==> config.mk <==
export PLATFORM = sky130hd
export DESIGN_NAME = fetch_unit
export DESIGN_NICKNAME = d
export VERILOG_FILES = /design/src/rtl/fetch_unit.sv
export SDC_FILE = /design/constraint.sdc
export NUM_CORES = 1
export LEC_CHECK = 0
export BUFFER_PORTS_ARGS = -buffer_cell sky130_fd_sc_hd__buf_2
export CAP_MARGIN = 0
export CORE_UTILIZATION = 49
export DETAILED_ROUTE_END_ITERATION = 10
export HOLD_SLACK_MARGIN = 0.06
export PLACE_DENSITY = 0.92
export SLEW_MARGIN = 40
export SYNTH_ARGS = -nofsm -noshare
export SYNTH_HDL_FRONTEND = slang
export SYNTH_SLANG_ARGS = --single-unit
==> constraint.sdc <==
create_clock -name clk -period 3.9 [get_ports clk]
set_input_delay 0.78 -clock clk [delete_from_list [all_inputs] [get_ports clk]]
set_output_delay 0.78 -clock clk [all_outputs]
set_load 0.02 [all_outputs]
==> src/rtl/fetch_unit.sv <==
// -----------------------------------------------------------------------------
// fetch_unit
//
// Instruction fetch sequencer. It requests one instruction at pc_counter,
// waits for the memory acknowledge, and presents the instruction to decode.
// It then waits for decode to supply the next-PC fields, computes the next PC,
// and starts the next fetch. An acknowledge timeout or a misaligned next PC
// puts the block into a FAULT state. That state is left only by reset.
//
// Optional feature macro: FETCH_PERF_CNT_EN
//   When defined, fetch_count and stall_count are live performance counters.
//   When undefined, both outputs are tied to 0 and no counter flops exist.
//
// Ports
//   clk                 rising-edge clock
//   rst                 asynchronous, active-low reset
//   imem_req            instruction-memory read request (registered)
//   imem_addr           read address, always equal to pc_counter
//   imem_ack/imem_rdata read-data valid strobe and data
//   instruction_data    instruction presented to decode
//   instruction_RDY_BSY 1 = instruction valid, 0 = busy
//   decoder_rdy_bsy     1 = decode accepts in this cycle
//   next_pc_valid       one-cycle strobe qualifying pc_offset/pc_jump_address/
//                       pc_absolute_flag
//   pc_counter          address of the current instruction
//   fetch_fault         sticky fault flag
//   fetch_count         completed transfers (perf counter)
//   stall_count         WAIT/PRESENT cycles without a transfer (perf counter)
//   state_dbg           current FSM state encoding, for observation only
//
// Handshake: an instruction moves to decode on every rising edge where
// instruction_RDY_BSY=1 and decoder_rdy_bsy=1. The instruction is held stable
// until that edge. Memory returns data on a rising edge where imem_req=1 and
// imem_ack=1. imem_ack is ignored at all other times.
// -----------------------------------------------------------------------------
module fetch_unit #(
  parameter logic [31:0] RESET_PC     = 32'h0000_0000,
  parameter logic [7:0]  IMEM_TIMEOUT = 8'd64
) (
  input  logic        clk,
  input  logic        rst,
  output logic        imem_req,
  output logic [31:0] imem_addr,
  input  logic        imem_ack,
  input  logic [31:0] imem_rdata,
  output logic [31:0] instruction_data,
  output logic        instruction_RDY_BSY,
  input  logic        decoder_rdy_bsy,
  input  logic        next_pc_valid,
  input  logic [12:0] pc_offset,
  input  logic [31:0] pc_jump_address,
  input  logic        pc_absolute_flag,
  output logic [31:0] pc_counter,
  output logic        fetch_fault,
  output logic [31:0] fetch_count,
  output logic [31:0] stall_count,
  output logic [2:0]  state_dbg
);

  typedef enum logic [2:0] {
    S_REQ     = 3'd0,
    S_WAIT    = 3'd1,
    S_PRESENT = 3'd2,
    S_WAIT_PC = 3'd3,
    S_FAULT   = 3'd4
  } state_e;

  state_e      state_q, state_d;
  logic [31:0] pc_q, pc_d;
  logic        req_q, req_d;
  logic [31:0] data_q, data_d;
  logic        rdy_q, rdy_d;
  logic        fault_q, fault_d;
  logic [7:0]  tmo_q, tmo_d;
  logic [7:0]  tmo_inc;
  logic [31:0] next_pc;

  // Candidate next PC. It is only used while in WAIT_PC on a strobe.
  // Relative targets wrap modulo 2^32.
  always_comb begin
    tmo_inc = tmo_q + 8'd1;
    if (pc_absolute_flag) begin
      next_pc = {pc_jump_address[31:1], 1'b0};
    end else begin
      next_pc = pc_q + {{19{pc_offset[12]}}, pc_offset};
    end
  end

  always_comb begin
    state_d = state_q;
    pc_d    = pc_q;
    req_d   = req_q;
    data_d  = data_q;
    rdy_d   = rdy_q;
    fault_d = fault_q;
    tmo_d   = tmo_q;
    case (state_q)
      S_REQ: begin
        req_d   = 1'b1;
        tmo_d   = 8'd0;
        state_d = S_WAIT;
      end
      S_WAIT: begin
        req_d = 1'b1;
        if (imem_ack) begin
          data_d  = imem_rdata;
          req_d   = 1'b0;
          rdy_d   = 1'b1;
          state_d = S_PRESENT;
        end else if (tmo_inc == IMEM_TIMEOUT) begin
          // IMEM_TIMEOUT WAIT cycles have passed without an acknowledge.
          req_d   = 1'b0;
          fault_d = 1'b1;
          state_d = S_FAULT;
        end else begin
          tmo_d = tmo_inc;
        end
      end
      S_PRESENT: begin
        rdy_d = 1'b1;
        if (decoder_rdy_bsy) begin
          rdy_d   = 1'b0;
          state_d = S_WAIT_PC;
        end
      end
      S_WAIT_PC: begin
        // The strobe is only sampled once this state is registered. A strobe
        // in the accepting PRESENT cycle is therefore dropped.
        if (next_pc_valid) begin
          if (next_pc[1:0] != 2'b00) begin
            fault_d = 1'b1;
            state_d = S_FAULT;
          end else begin
            pc_d    = next_pc;
            state_d = S_REQ;
          end
        end
      end
      S_FAULT: begin
        req_d   = 1'b0;
        rdy_d   = 1'b0;
        fault_d = 1'b1;
      end
      default: begin
        req_d   = 1'b0;
        rdy_d   = 1'b0;
        fault_d = 1'b1;
        state_d = S_FAULT;
      end
    endcase
  end

  always_ff @(posedge clk or negedge rst) begin
    if (!rst) begin
      state_q <= S_REQ;
      pc_q    <= RESET_PC;
      req_q   <= 1'b0;
      data_q  <= 32'd0;
      rdy_q   <= 1'b0;
      fault_q <= 1'b0;
      tmo_q   <= 8'd0;
    end else begin
      state_q <= state_d;
      pc_q    <= pc_d;
      req_q   <= req_d;
      data_q  <= data_d;
      rdy_q   <= rdy_d;
      fault_q <= fault_d;
      tmo_q   <= tmo_d;
    end
  end

`ifdef FETCH_PERF_CNT_EN
  logic        transfer;
  logic        stall;
  logic [31:0] fetch_cnt_q, fetch_cnt_d;
  logic [31:0] stall_cnt_q, stall_cnt_d;

  always_comb begin
    transfer    = (state_q == S_PRESENT) && decoder_rdy_bsy;
    stall       = (state_q == S_WAIT) ||
                  ((state_q == S_PRESENT) && !decoder_rdy_bsy);
    fetch_cnt_d = transfer ? fetch_cnt_q + 32'd1 : fetch_cnt_q;
    stall_cnt_d = stall ? stall_cnt_q + 32'd1 : stall_cnt_q;
  end

  always_ff @(posedge clk or negedge rst) begin
    if (!rst) begin
      fetch_cnt_q <= 32'd0;
      stall_cnt_q <= 32'd0;
    end else begin
      fetch_cnt_q <= fetch_cnt_d;
      stall_cnt_q <= stall_cnt_d;
    end
  end

  assign fetch_count = fetch_cnt_q;
  assign stall_count = stall_cnt_q;
`else
  assign fetch_count = 32'd0;
  assign stall_count = 32'd0;
`endif

  assign imem_req            = req_q;
  assign imem_addr           = pc_q;
  assign pc_counter          = pc_q;
  assign instruction_data    = data_q;
  assign instruction_RDY_BSY = rdy_q;
  assign fetch_fault         = fault_q;
  assign state_dbg           = state_q;

endmodule

==> results of run 1 <==
worst max-delay path by stage:
stage                          to  slack, ns
global route        imem_addr[28]       0.36
finish              imem_addr[30]       0.45
floorplan           imem_addr[24]       0.69
global placement    imem_addr[24]       0.20
CTS                 imem_addr[24]       0.52
detailed placement  imem_addr[30]       0.18
per-layer routing:
| layer | GRT usage | vias up | wire (µm) | part of all wire |
|---|---|---|---|---|
| met5 | 0 | - | 0 | 0 |
| met4 | 0.100 | 0 | 490 | 0.035 |
| met3 | 0.0423 | 43 | 822 | 0.058 |
| met2 | 0.384 | 222 | 6870 | 0.49 |
| met1 | 0.291 | 2406 | 5960 | 0.42 |
| li1 | - | 2438 | - | - |
area by class of cell:
| cell class | count | area, µm² |
|---|---|---|
| clock inverters | 5 | 83.8 |
| flip-flops and latches | 78 | 1950 |
| repair buffers | 188 | 960 |
| diodes | 1 | 2.50 |
| fillers | 998 | 4810 |
| clock buffers | 11 | 233 |
| multi-input cells | 500 | 3200 |
| well taps | 143 | 179 |
| inverters | 13 | 48.8 |
synth_stat cells (2+ instances only):
cell type / number / area, µm²
xor2_1: 12 / 105
a21o_1: 16 / 120
o221ai_1: 2 / 17.5
or2_2: 3 / 18.8
o21ai_1: 13 / 65.1
and3_1: 11 / 68.8
dfrtp_1: 78 / 1950
nand4_1: 3 / 18.8
a221o_1: 3 / 30.0
mux2_2: 32 / 360
a211oi_1: 7 / 52.6
nor4_1: 2 / 12.5
a32oi_1: 3 / 26.3
ha_1: 32 / 400
nand3_1: 16 / 80.1
nand2_1: 63 / 236
buf_4: 97 / 728
inv_1: 12 / 45.0
nor2_1: 34 / 128
o21ai_0: 35 / 175
a41o_1: 2 / 20.0
a21oi_1: 49 / 245
nand2b_1: 4 / 25.0
o31ai_1: 6 / 45.0
nor2b_1: 5 / 31.3
o211ai_1: 3 / 22.5
a2111oi_0: 2 / 17.5
nor3_1: 7 / 35.0
o21bai_1: 4 / 30.0
o21a_1: 7 / 52.6
mux2i_1: 5 / 50.1
and2_1: 4 / 25.0
xnor2_1: 15 / 131
a21boi_1: 3 / 22.5
clkbuf_1: 23 / 86.3
or3_1: 8 / 50.1
a31oi_1: 9 / 56.3
state kept, by name (all words and copies together), names as in the netlist:
name and flops:
instruction_data 32, fetch_fault 1, imem_req 1, imem_addr 32, instruction_RDY_BSY 1, state_dbg 3
tmo_q 8
worst reg2reg max path: stages (launching register included):
cell      delay [ns]
dfrtp_1         0.41
ha_1            0.26
fa_1            0.43
a21o_1          0.22
a221oi_2        0.43
o211a_1         0.31
or3_1           0.17
a41oi_2         0.21
a41oi_1         0.33
xnor2_1         0.12
a221o_1         0.33
per-stage QoR:
step	util	area (µm²)	hold slack, ns	std cells	total power, W
after floorplan	-	6000	0.484	711	0.00369
after global placement	0.552	6330	0.450	922	0.00424
after detailed placement	0.553	6340	0.457	922	0.00432
after CTS	0.580	6650	0.482	938	0.00526
after global routing	0.580	6660	0.510	939	0.00559
final	0.580	6660	0.481	939	0.00526
kinds of logic (layout without fill, tap and decap cells):
logic type / Yosys count / count (layout) / synth area share
muxes: 37 / 37 / 0.0712
AOI/OAI and AO/OA: 178 / 178 / 0.198
buffers and inverters: 133 / 217 / 0.150
other: 1 / 65 / 0.000650
adders and majority gates: 33 / 33 / 0.0729
and+or+nand+nor: 161 / 161 / 0.128
xor gates and xnor gates: 27 / 27 / 0.0410
DFF: 78 / 78 / 0.338
report_power, final:
| group | leakage [nW] | switching, W | total, W | internal (W) |
|---|---|---|---|---|
| clock | 0.146 | 0.000340 | 0.000902 | 0.000562 |
| sequential | 0.984 | 0.000286 | 0.00142 | 0.00114 |
| combinational | 2.33 | 0.00181 | 0.00294 | 0.00113 |
| total | 3.46 | 0.00243 | 0.00526 | 0.00283 |
==> run_results.csv, run 1 <==
group,metric,value,unit
yosys,ys_types,55,
sta,setup_slack,0.454,ns
placement,place_ws,0.180,ns
floorplan,dieArea,12200,µm²
sta,worstMarginPinSlew,0.718,ns
placement,port_buffers,183,
yosys,synth_top_flop_cell,"dfrtp_1",
setup_path,rr_endpoint,"imem_addr[30]",
setup_path,end_kind,"flip-flop",
setup_path,r2r_slack,0.54,ns
clock_tree,clkTransAtPathRegs,0.06,ns
floorplan,placementRows,39,
sta,report.final.hold_viol_count,0,
setup_path,cp-start-kind,"input port",
setup_path,r2r_cells,10,
power,ir_worst_vdd,0.461,mV
yosys,async_flop_share,1.00,
placement,dp_hpwl,10.3,mm
setup_path,crit_chain,"buf_2, ha_1, fa_1, a21o_1, a221oi_2, o211a_1, or3_1, a41oi_2, a41oi_1, xnor2_1, a221o_1",
cells_and_area,layout_commonest_cell,"buf_2",
clock_tree,cts_tree,"done",
setup_path,worstPathRequired,4.12,ns
routing,drt-pass1-iter-count,4,
grt,antenna_found_initial,1,
routing,num_vias,5109,
sta,rsz0062_at_grt,"no",
floorplan,die_w,110,µm
yosys,yosysWarnings,0,
clock_tree,postCtsSetupBuffers,0,
clock_tree,ctsHoldBuffers,0,
setup_path,crit_arrival,3.67,ns
cells_and_area,drive_gt1_frac,0.304,
job,maxCapViolCount,0,
floorplan,pin_count,249,
hold_path,min_path_type,"in -> async",
grt,grt_pass1_wl,23.0,mm
cells_and_area,layout_common_cells,"182 x buf_2, 78 x dfrtp_1, 64 x conb_1",
setup_path,cp_max_fo,4,
setup_path,reg2reg_from,"imem_addr[0]",
power,static-leakage-power,3.46,nW
placement,routabilityCongestion,0.876,
sta,tns,0,ns
floorplan,die_y,110,µm
routing,drc,0,
routing,ant_nets,0,
clock_tree,numCtsBuffers,9,
cells_and_area,synthToLayoutAreaGrowth,15.4,%
routing,vias_per_cell,5.44,
setup_path,crit_slowest_cell,"fa_1",
grt,grt_pass1_vias,4797,
grt,grt_max_degree,79,
grt,grt_use_total,0.230,
floorplan,initial_core_util,0.503,
yosys,synthCells,648,
yosys,netlist_area,5770,µm²
sta,setup-violations-final,0,
clock_tree,cts_sinks,78,
cells_and_area,final_nets,906,
sta,fin_skew,0.00506,ns
clock_tree,clk_latency,0.34,ns
setup_path,setup.worst_path.start,"pc_offset[0]",
routing,wire_per_inst,15.1,µm
setup_path,crit_buf_inv,1,
sta,slew_viol_final,0,
yosys,ys_seq_elements,78,
clock_tree,cts_resized,0,
sta,fin_crit_sh,0.884,
yosys,synth_edf_count,0,
sta,max_slew_margin,0.522,
yosys,seq_area_frac_synth,0.338,
sta,min_period,3.45,ns
sta,fmax,290,MHz
yosys,syn_avg_cell_area,8.90,µm²
setup_path,critical_path.max_stage_delay,0.43,ns
setup_path,critical_path_depth,11,
clock_tree,clockBufferDepth,2,
floorplan,coreArea,11500,µm²
run_status,status,"complete, no violations",
routing,drtIter0Drc,232,
grt,grt-ovfl-total,0,
power,powerDensity,791,nW/µm²
routing,totalWireLength,14.1,mm
clock_tree,cts_max_level,3,
clock_tree,cts_root_buffer,"clkbuf_16",
setup_path,crit_type,"in -> reg",
setup_path,cp_top_family,"compound AO/OA/AOI/OAI gates",
Power figures use the tool's default switching activity.
==> inputs of run 2 (changes only) <==
Settings changed: REMOVE_ABC_BUFFERS set to 1.
==> run_results.csv, run 2 (synthesized netlist as in run 1, its figures left out) <==
group,metric,value,unit
run_status,status,"complete, no violations",
sta,slew_viol_final,0,
routing,drc,0,
floorplan,coreArea,11500,µm²
grt,grt_use_total,0.230,
power,clockPowerShare,0.159,
cells_and_area,diodes,0,
setup_path,crit_type,"in -> reg",
cells_and_area,synthToLayoutAreaGrowth,15.2,%
cells_and_area,layout_common_cells,"182 x buf_2, 78 x dfrtp_1, 64 x conb_1",
routing,wire_per_inst,14.9,µm
grt,use_met2,0.406,
cells_and_area,drive_gt1_frac,0.310,
setup_path,crit_slowest_cell,"fa_1",
sta,worstMarginPinSlew,0.715,ns
floorplan,placementRows,39,
hold_path,min_path_type,"in -> async",
job,maxCapViolCount,0,
setup_path,cp-start-kind,"input port",
grt,grt_pass1_wl,22.8,mm
power,power_frac_seq,0.275,
grt,antenna_found_initial,0,
cells_and_area,fillerInstances,1023,
sta,rsz0062_at_grt,"no",
setup_path,crit_chain,"buf_2, ha_1, fa_1, a21o_1, a221oi_2, nor4_1, o311ai_1, a211oi_1, a311oi_2, xnor2_1, a221o_1",
grt,grt_use_met1,0.296,
setup_path,reg2reg_from,"imem_addr[0]",
setup_path,setup.worst_path.start,"pc_offset[0]",
setup_path,worstPathRequired,4.12,ns
sta,tns,0,ns
clock_tree,cts_tree,"done",
sta,fin_skew,0.00523,ns
grt,grtUsageMet3,0.0324,
routing,drt-pass1-iter-count,5,
clock_tree,clockBufferDepth,2,
floorplan,die_y,110,µm
power,p_sw,0.00245,W
setup_path,crit_arrival,3.50,ns
power,powerDensity,776,nW/µm²
grt,grt_pass1_vias,4717,
setup_path,r2r_slack,0.70,ns
setup_path,critical_path.max_stage_delay,0.41,ns
setup_path,cp_top_family,"compound AO/OA/AOI/OAI gates",
sta,report.final.hold_viol_count,0,
grt,grt_max_degree,79,
clock_tree,clk_latency,0.34,ns
clock_tree,cts_sinks,78,
floorplan,dieArea,12200,µm²
sta,min_period,3.28,ns
grt,grt-ovfl-total,0,
clock_tree,numCtsBuffers,9,
sta,fmax,305,MHz
floorplan,pin_count,249,
placement,dp_hpwl,10.8,mm
sta,fin_crit_sh,0.841,
clock_tree,cts_resized,0,
routing,num_vias,5029,
floorplan,die_w,110,µm
power,static-leakage-power,3.47,nW
setup_path,end_kind,"flip-flop",
clock_tree,postCtsSetupBuffers,0,
setup_path,cp_max_fo,4,
power,p_sw_frac,0.474,
cells_and_area,final_nets,909,
grt,gr-max-usage-layer,"met2",
clock_tree,clkTransAtPathRegs,0.07,ns
sta,max_slew_margin,0.524,
routing,vias_per_cell,5.34,
cells_and_area,layout_commonest_cell,"buf_2",
sta,setup-violations-final,0,
setup_path,crit_buf_inv,1,
power,ir_worst_vdd,0.456,mV
routing,drtIter0Drc,301,
floorplan,initial_core_util,0.503,
cells_and_area,postLayoutCoreUtil,0.580,
clock_tree,cts_max_level,3,
clock_tree,cts_root_buffer,"clkbuf_16",
placement,routabilityCongestion,0.927,
power,p_comb_frac,0.565,
routing,totalWireLength,14.1,mm
routing,ant_nets,0,
power,p_int,0.00271,W
placement,port_buffers,183,
clock_tree,ctsHoldBuffers,0,
-- run 2: cell types whose count changed in the layout (fill, tap and decap cells not counted), sizes merged --
cell / before / now
clkbuf: 11 / 9
bufinv: 2 / 0
diode: 1 / 0
inv: 12 / 16
buf: 188 / 191
-- run 2: worst register-to-register path, stage by stage (launching register included) --
cell      delay [ns]
dfrtp_1         0.41
ha_1            0.26
fa_1            0.41
a21o_1          0.22
a221oi_2        0.38
nor4_1          0.14
o311ai_1        0.38
a211oi_1        0.17
a311oi_2        0.31
xnor2_1         0.10
a221o_1         0.31
-- run 2: final timing paths --
path                            endpoint  cells after the start
min reg2reg                  fetch_fault                      1
max                        imem_addr[24]                     11
max in group asynchronous  imem_addr[20]                      1
max reg2reg                imem_addr[24]                     10
min in group clk             fetch_fault                      1
min                             imem_req                      1
-- run 2: area by class of cell --
type                            count  area, µm²  share of cell area
Clock buffer                        9        225              0.0339
Clock inverter                      7       63.8             0.00960
Inverter                           13       48.8             0.00734
Multi-Input combinational cell    500       3200               0.481
Sequential cell                    78       1950               0.294
Tap cell                          143        179              0.0269
Timing Repair Buffer              191        982               0.148
-- run 2: per-layer routing --
metal	up-vias	wire [µm]
li1	2447	-
met1	2373	6120
met2	195	7020
met3	14	735
met4	0	174
met5	-	0
-- run 2: stage by stage --
stage	std cells	cell area [µm²]	hold slack [ns]	total power (W)	worst slack (ns)
final	941	6650	0.466	0.00516	0.620
after global routing	941	6650	0.494	0.00551	0.476
after CTS	941	6650	0.471	0.00518	0.656
after detailed placement	925	6360	0.456	0.00433	0.295
after global placement	925	6350	0.449	0.00424	0.330
after floorplan	591	5190	0.484	0.00345	0.661
-- run 2: power groups by stage --
stage | logic [W] | registers [W] | clock network (W)
2_1_floorplan | 0.00150 | 0.00194 | 0
3_3_place_gp | 0.00283 | 0.00141 | 0
3_5_place_dp | 0.00289 | 0.00144 | 0
4_1_cts | 0.00291 | 0.00142 | 0.000846
5_1_grt | 0.00317 | 0.00147 | 0.000881
6_report | 0.00292 | 0.00142 | 0.000823
